===== config.mk =====
export PLATFORM = sky130hd
export DESIGN_NAME = seq_bam_mult
export DESIGN_NICKNAME = d
export VERILOG_FILES = /design/src/rtl/seq_bam_mult.sv
export SDC_FILE = /design/constraint.sdc
export NUM_CORES = 1
export LEC_CHECK = 0
export ABC_AREA = 1
export CAP_MARGIN = 20
export CORE_MARGIN = 1
export CORE_UTILIZATION = 50
export CTS_BUF_LIST = sky130_fd_sc_hd__clkbuf_4
export CTS_CLUSTER_SIZE = 10
export DETAILED_ROUTE_END_ITERATION = 10
export HOLD_SLACK_MARGIN = 0.06
export PLACE_DENSITY = 0.72
export SLEW_MARGIN = 20
export SYNTH_ARGS = -nofsm -noshare
export SYNTH_HDL_FRONTEND = slang
export SYNTH_SLANG_ARGS = --single-unit

===== constraint.sdc =====
create_clock -name clk -period 2.6 [get_ports clk]
set_input_delay 0.78 -clock clk [delete_from_list [all_inputs] [get_ports clk]]
set_output_delay 0.78 -clock clk [all_outputs]
set_load 0.05 [all_outputs]

===== src/rtl/seq_bam_mult.sv =====
// Sequential broken-array approximate multiplier. Adds one partial-product row
// per cycle, with optional horizontal and vertical cuts applied per transaction.
module seq_bam_mult #(
  parameter int WIDTH = 8,
  parameter int H_CUT = 1,
  parameter int V_CUT = 12
) (
  input  logic               clk,
  input  logic               rst,
  input  logic               in_valid,
  output logic               in_ready,
  input  logic [WIDTH-1:0]   a,
  input  logic [WIDTH-1:0]   b,
  input  logic               approx_en,
  output logic               out_valid,
  input  logic               out_ready,
  output logic [2*WIDTH-1:0] out,
  output logic               busy
);

  localparam int P  = 2 * WIDTH;
  localparam int JW = $clog2(WIDTH + 1);
  // Columns below V_CUT are discarded in approximate mode.
  localparam logic [P-1:0] VMASK = {P{1'b1}} << V_CUT;

  typedef enum logic [1:0] {IDLE, RUN, DONE} state_t;

  state_t          state, state_nxt;
  logic [P-1:0]    mcand, acc, row, sum;
  logic [WIDTH-1:0] mplier;
  logic            approx_r;
  logic [JW-1:0]   row_idx;
  logic            last_row;

  assign last_row = (row_idx == JW'(WIDTH - 1));

  // mcand already carries the 2^j weight, so the cut is a fixed column mask.
  always_comb begin
    row = mplier[0] ? mcand : '0;
    if (approx_r) row = row & VMASK;
    sum = acc + row;
  end

  always_comb begin
    state_nxt = state;
    case (state)
      IDLE:    if (in_valid) state_nxt = RUN;
      RUN:     if (last_row) state_nxt = DONE;
      DONE:    if (out_ready) state_nxt = IDLE;
      default: state_nxt = IDLE;
    endcase
  end

  always_ff @(posedge clk or posedge rst) begin
    if (rst) state <= IDLE;
    else     state <= state_nxt;
  end

  always_ff @(posedge clk or posedge rst) begin
    if (rst) begin
      mcand    <= '0;
      acc      <= '0;
      mplier   <= '0;
      approx_r <= 1'b0;
      row_idx  <= '0;
      out      <= '0;
    end else begin
      case (state)
        IDLE: if (in_valid) begin
          acc      <= '0;
          approx_r <= approx_en;
          // Approximate mode skips rows below H_CUT outright.
          mcand    <= approx_en ? (P'(a) << H_CUT) : P'(a);
          mplier   <= approx_en ? (b >> H_CUT) : b;
          row_idx  <= approx_en ? JW'(H_CUT) : '0;
        end
        RUN: begin
          acc     <= sum;
          mcand   <= mcand << 1;
          mplier  <= mplier >> 1;
          row_idx <= row_idx + 1'b1;
          if (last_row) out <= sum;
        end
        default: ;
      endcase
    end
  end

  assign in_ready  = (state == IDLE);
  assign out_valid = (state == DONE);
  assign busy      = (state != IDLE);

endmodule


==> key figures <==
Layout
  • ANT cells: 0
  • Final Non-Filler Cells: between 600 and 700
  • Share of layout cells above drive strength 1: 0.0614
  • Area Overhead vs Synth: 15.5%
  • Nets@finish: 554

Worst setup path
  • Worst Setup Start Kind: flop
  • Stages on the worst setup path: 1
  • Crit-path leading delay family: buffers and inverters
  • CP bufs+invs: 1
  • RR Startpoint: approx_r$_DFFE_PP0P_
  • Reg2reg path depth: 12
  • Crit Path Max Fanout: 2
  • Required time worst endpoint: 1820 ps
  • Arrival time worst endpoint: between 1500 and 2000 ps
  • Slowest library cell on the worst path: clkdlybuf4s50_1
  • Crit path from: out[11]$_DFFE_PP0P_
  • CP endpoint kind: output pin
  • R2R setup slack: between 300 and 400 ps
  • R2r endpoint: acc[6]$_DFFE_PP0P_
  • CP peak stage delay: about 800 ps
  • Crit path cell chain: clkdlybuf4s50_1
  • WS Path Type: flop to output pin

Global routing
  • Number of global-route vias before repair: between 3,000 and 4,000
  • Pin count of the biggest net entering global routing: 64
  • Remaining global-route overflow: 0
  • First-pass GRT wire length: around 14,000 µm
  • GRT Util Overall: 0.240
  • Initial antenna violation count: 0

Synth
  • Seq/Total Area, Yosys: 0.428
  • Ys Warns: 0
  • Syn_nets: around 510
  • Post-synthesis cell area: roughly 3700 µm²
  • Avg Cell Area, Syn: ~7.7 µm²
  • Count of cell types in the netlist: 36
  • Flops & latches, synth: 63
  • Cells after Synth: 476

STA
  • Setup_tns: 0 ps
  • Measured slew at the worst slew-check pin: between 500 and 600 ps
  • Fmax: about 420 MHz
  • Hold_ws: 489 ps
  • Final worst-path cycle share: 0.919
  • RSZ-0062 raised after global routing: no
  • Post-route minimum period: around 2400 ps
  • Final hold vios: 0
  • Slew Limit Fails: 0
  • Relative slew slack: 0.662
  • Final setup viols: 0
  • Worst Clk Skew: between 20 and 25 ps

Floorplanning
  • Die area: 7720 µm²
  • Initial Utilization: 0.531
  • Die span in y: 87.9 µm
  • DIE WIDTH: 87.9 µm
  • Core area: about 6900 µm²
  • Total I/O pin count: 40
  • Row count: 30

Flow run
  • Max capacitance violation total: 0

Clock network
  • Clk pin slew, worst setup/hold paths: between 100 and 150 ps
  • Worst-Skew Late Latency: 440 ps
  • Number of buffers created by CTS: 9
  • Clock Path Buffers: 2
  • Root buf cell: clkbuf_4
  • # H-tree levels: 3
  • CTS sink cnt: 63
  • TritonCTS clock tree: yes
  • Post-CTS Setup Repair Bufs: 0

Route
  • TritonRoute pass-1 iters: 5
  • Post-route DRC violation count: 0
  • Post-Route WL: between 7000 and 8000 µm
  • Detail Route Antenna Nets: 0
  • Vias: between 3,000 and 4,000
  • Vias per cell: a little over 5
  • Initial DRC Count: between 100 and 150
  • Routed wire length per instance: about 13 µm

Worst hold path
  • Worst hold path type: flop to flop
  • Endpoint, Worst Hold: out[5]$_DFFE_PP0P_
  • Cells on Worst Hold Path: 2
  • Hold Path Origin: out[5]$_DFFE_PP0P_

Placed design
  • DP Cell Count: approximately 600
  • Post-DP HPWL: between 5000 and 6000 µm
  • IO buf count: 39
  • Final GP Congestion: 0.811

Power and ir drop
  • Pwr/cell area: ~1100 nW/µm²
  • Tot Pwr: ~0.0047 W
  • Lkg Pwr: 2.24 nW
  • Peak supply drop: roughly 0.66 mV

Status
  • Status: completed
cells in the mapped netlist:
library cell	number	area [µm²]
a21oi_1	7	35.0
a22o_1	1	8.76
a22oi_1	15	113
a22oi_2	1	12.5
a32o_1	1	10.0
and2_1	1	6.26
buf_2	4	20.0
buf_4	1	7.51
buf_6	6	67.6
buf_8	1	15.0
clkbuf_1	2	7.51
dfrtp_1	63	1580
fa_1	1	20.0
ha_1	16	200
inv_1	56	210
inv_2	1	3.75
inv_6	1	8.76
nand2_1	182	683
nand2_4	1	11.3
nand2_8	2	40.0
nand3_1	40	200
nand3b_1	4	30.0
nand4_1	1	6.26
nor2_1	25	93.8
nor2_4	2	22.5
nor2_8	2	40.0
nor3_1	3	15.0
o211ai_1	1	7.51
o21ai_0	7	35.0
o21ai_1	10	50.1
o22ai_1	6	37.5
o31ai_1	1	7.51
or2_1	4	25.0
or2_2	1	6.26
xnor2_1	2	17.5
xor2_1	4	35.0
registers in the layout, indices dropped and copies added, names as in the netlist:
| signal | flops |
|---|---|
| out | 16 |
| state | 2 |
| mplier | 8 |
| mcand | 16 |
| row_idx | 4 |
| approx_r | 1 |
| acc | 16 |
layout by cell type (no fill, tap or decap), types with 2 or more instances in the layout:
master / instances
nand2_1: 182
dfrtp_1: 63
inv_1: 55
nand3_1: 40
clkdlybuf4s50_1: 36
nor2_1: 25
ha_1: 16
a22oi_1: 15
o21ai_1: 10
clkbuf_4: 9
o21ai_0: 7
a21oi_1: 7
o22ai_1: 6
or2_1: 4
xor2_1: 4
nand3b_1: 4
buf_4: 4
nor3_1: 3
xnor2_1: 2
nor2_4: 2
inv_2: 2
nand2_8: 2
inv_6: 2
nor2_8: 2
clkinv_4: 2
dlygate4sd2_1: 2
power by group:
part,internal (W),switching (W)
Sequential,0.00138,0.000258
Combinational,0.000810,0.00159
Clock,0.000294,0.000397
Total,0.00249,0.00225
through the flow:
stage | cell area, µm² | util | setup slack (ps)
detailed placement | 4120 | 0.593 | 345
finish | 4260 | 0.613 | 211
global route | 4260 | 0.613 | 113
global placement | 4120 | 0.593 | 412
floorplan | 3690 | - | 250
CTS | 4260 | 0.613 | 181
kinds of logic after synthesis:
kind of cell             after synthesis  share of synthesized area
adder cells (fa/ha/maj)               17                     0.0597
AO/OA/AOI/OAI                         50                     0.0859
AND/OR/NAND/NOR                      268                      0.320
XOR/XNOR                               6                     0.0143
buffers and inverters                 72                     0.0923
flip-flops                            63                      0.428
worst max path at each step:
stage	to
5_1_grt	out[8]$_DFFE_PP0P_
2_1_floorplan	acc[0]$_DFFE_PP0P_
6_report	out[11]
3_3_place_gp	out[6]$_DFFE_PP0P_
4_1_cts	out[4]
3_5_place_dp	acc[6]$_DFFE_PP0P_
layout make-up:
class                   count  area (µm²)
flip-flops and latches     63        1580
fillers                   665        2690
inverters                  58         223
well taps                  96         120
clock inverters             7        72.6
clock buffers               9        67.6
multi-input cells         341        1770
repair buffers             43         428
layer usage:
layer	vias up	part of all wire	track usage
met5	-	0	0
met4	0	0.018	0.0879
met3	14	0.045	0.0518
met2	68	0.46	0.398
met1	1436	0.48	0.308
li1	1604	-	-
what timing repair did:
item                                    CTS  global route
hold buffers                              0             0
endpoints found under the setup margin    2             0
gates resized for setup                   2             0
Note: power is estimated with default switching activity, not from simulation.
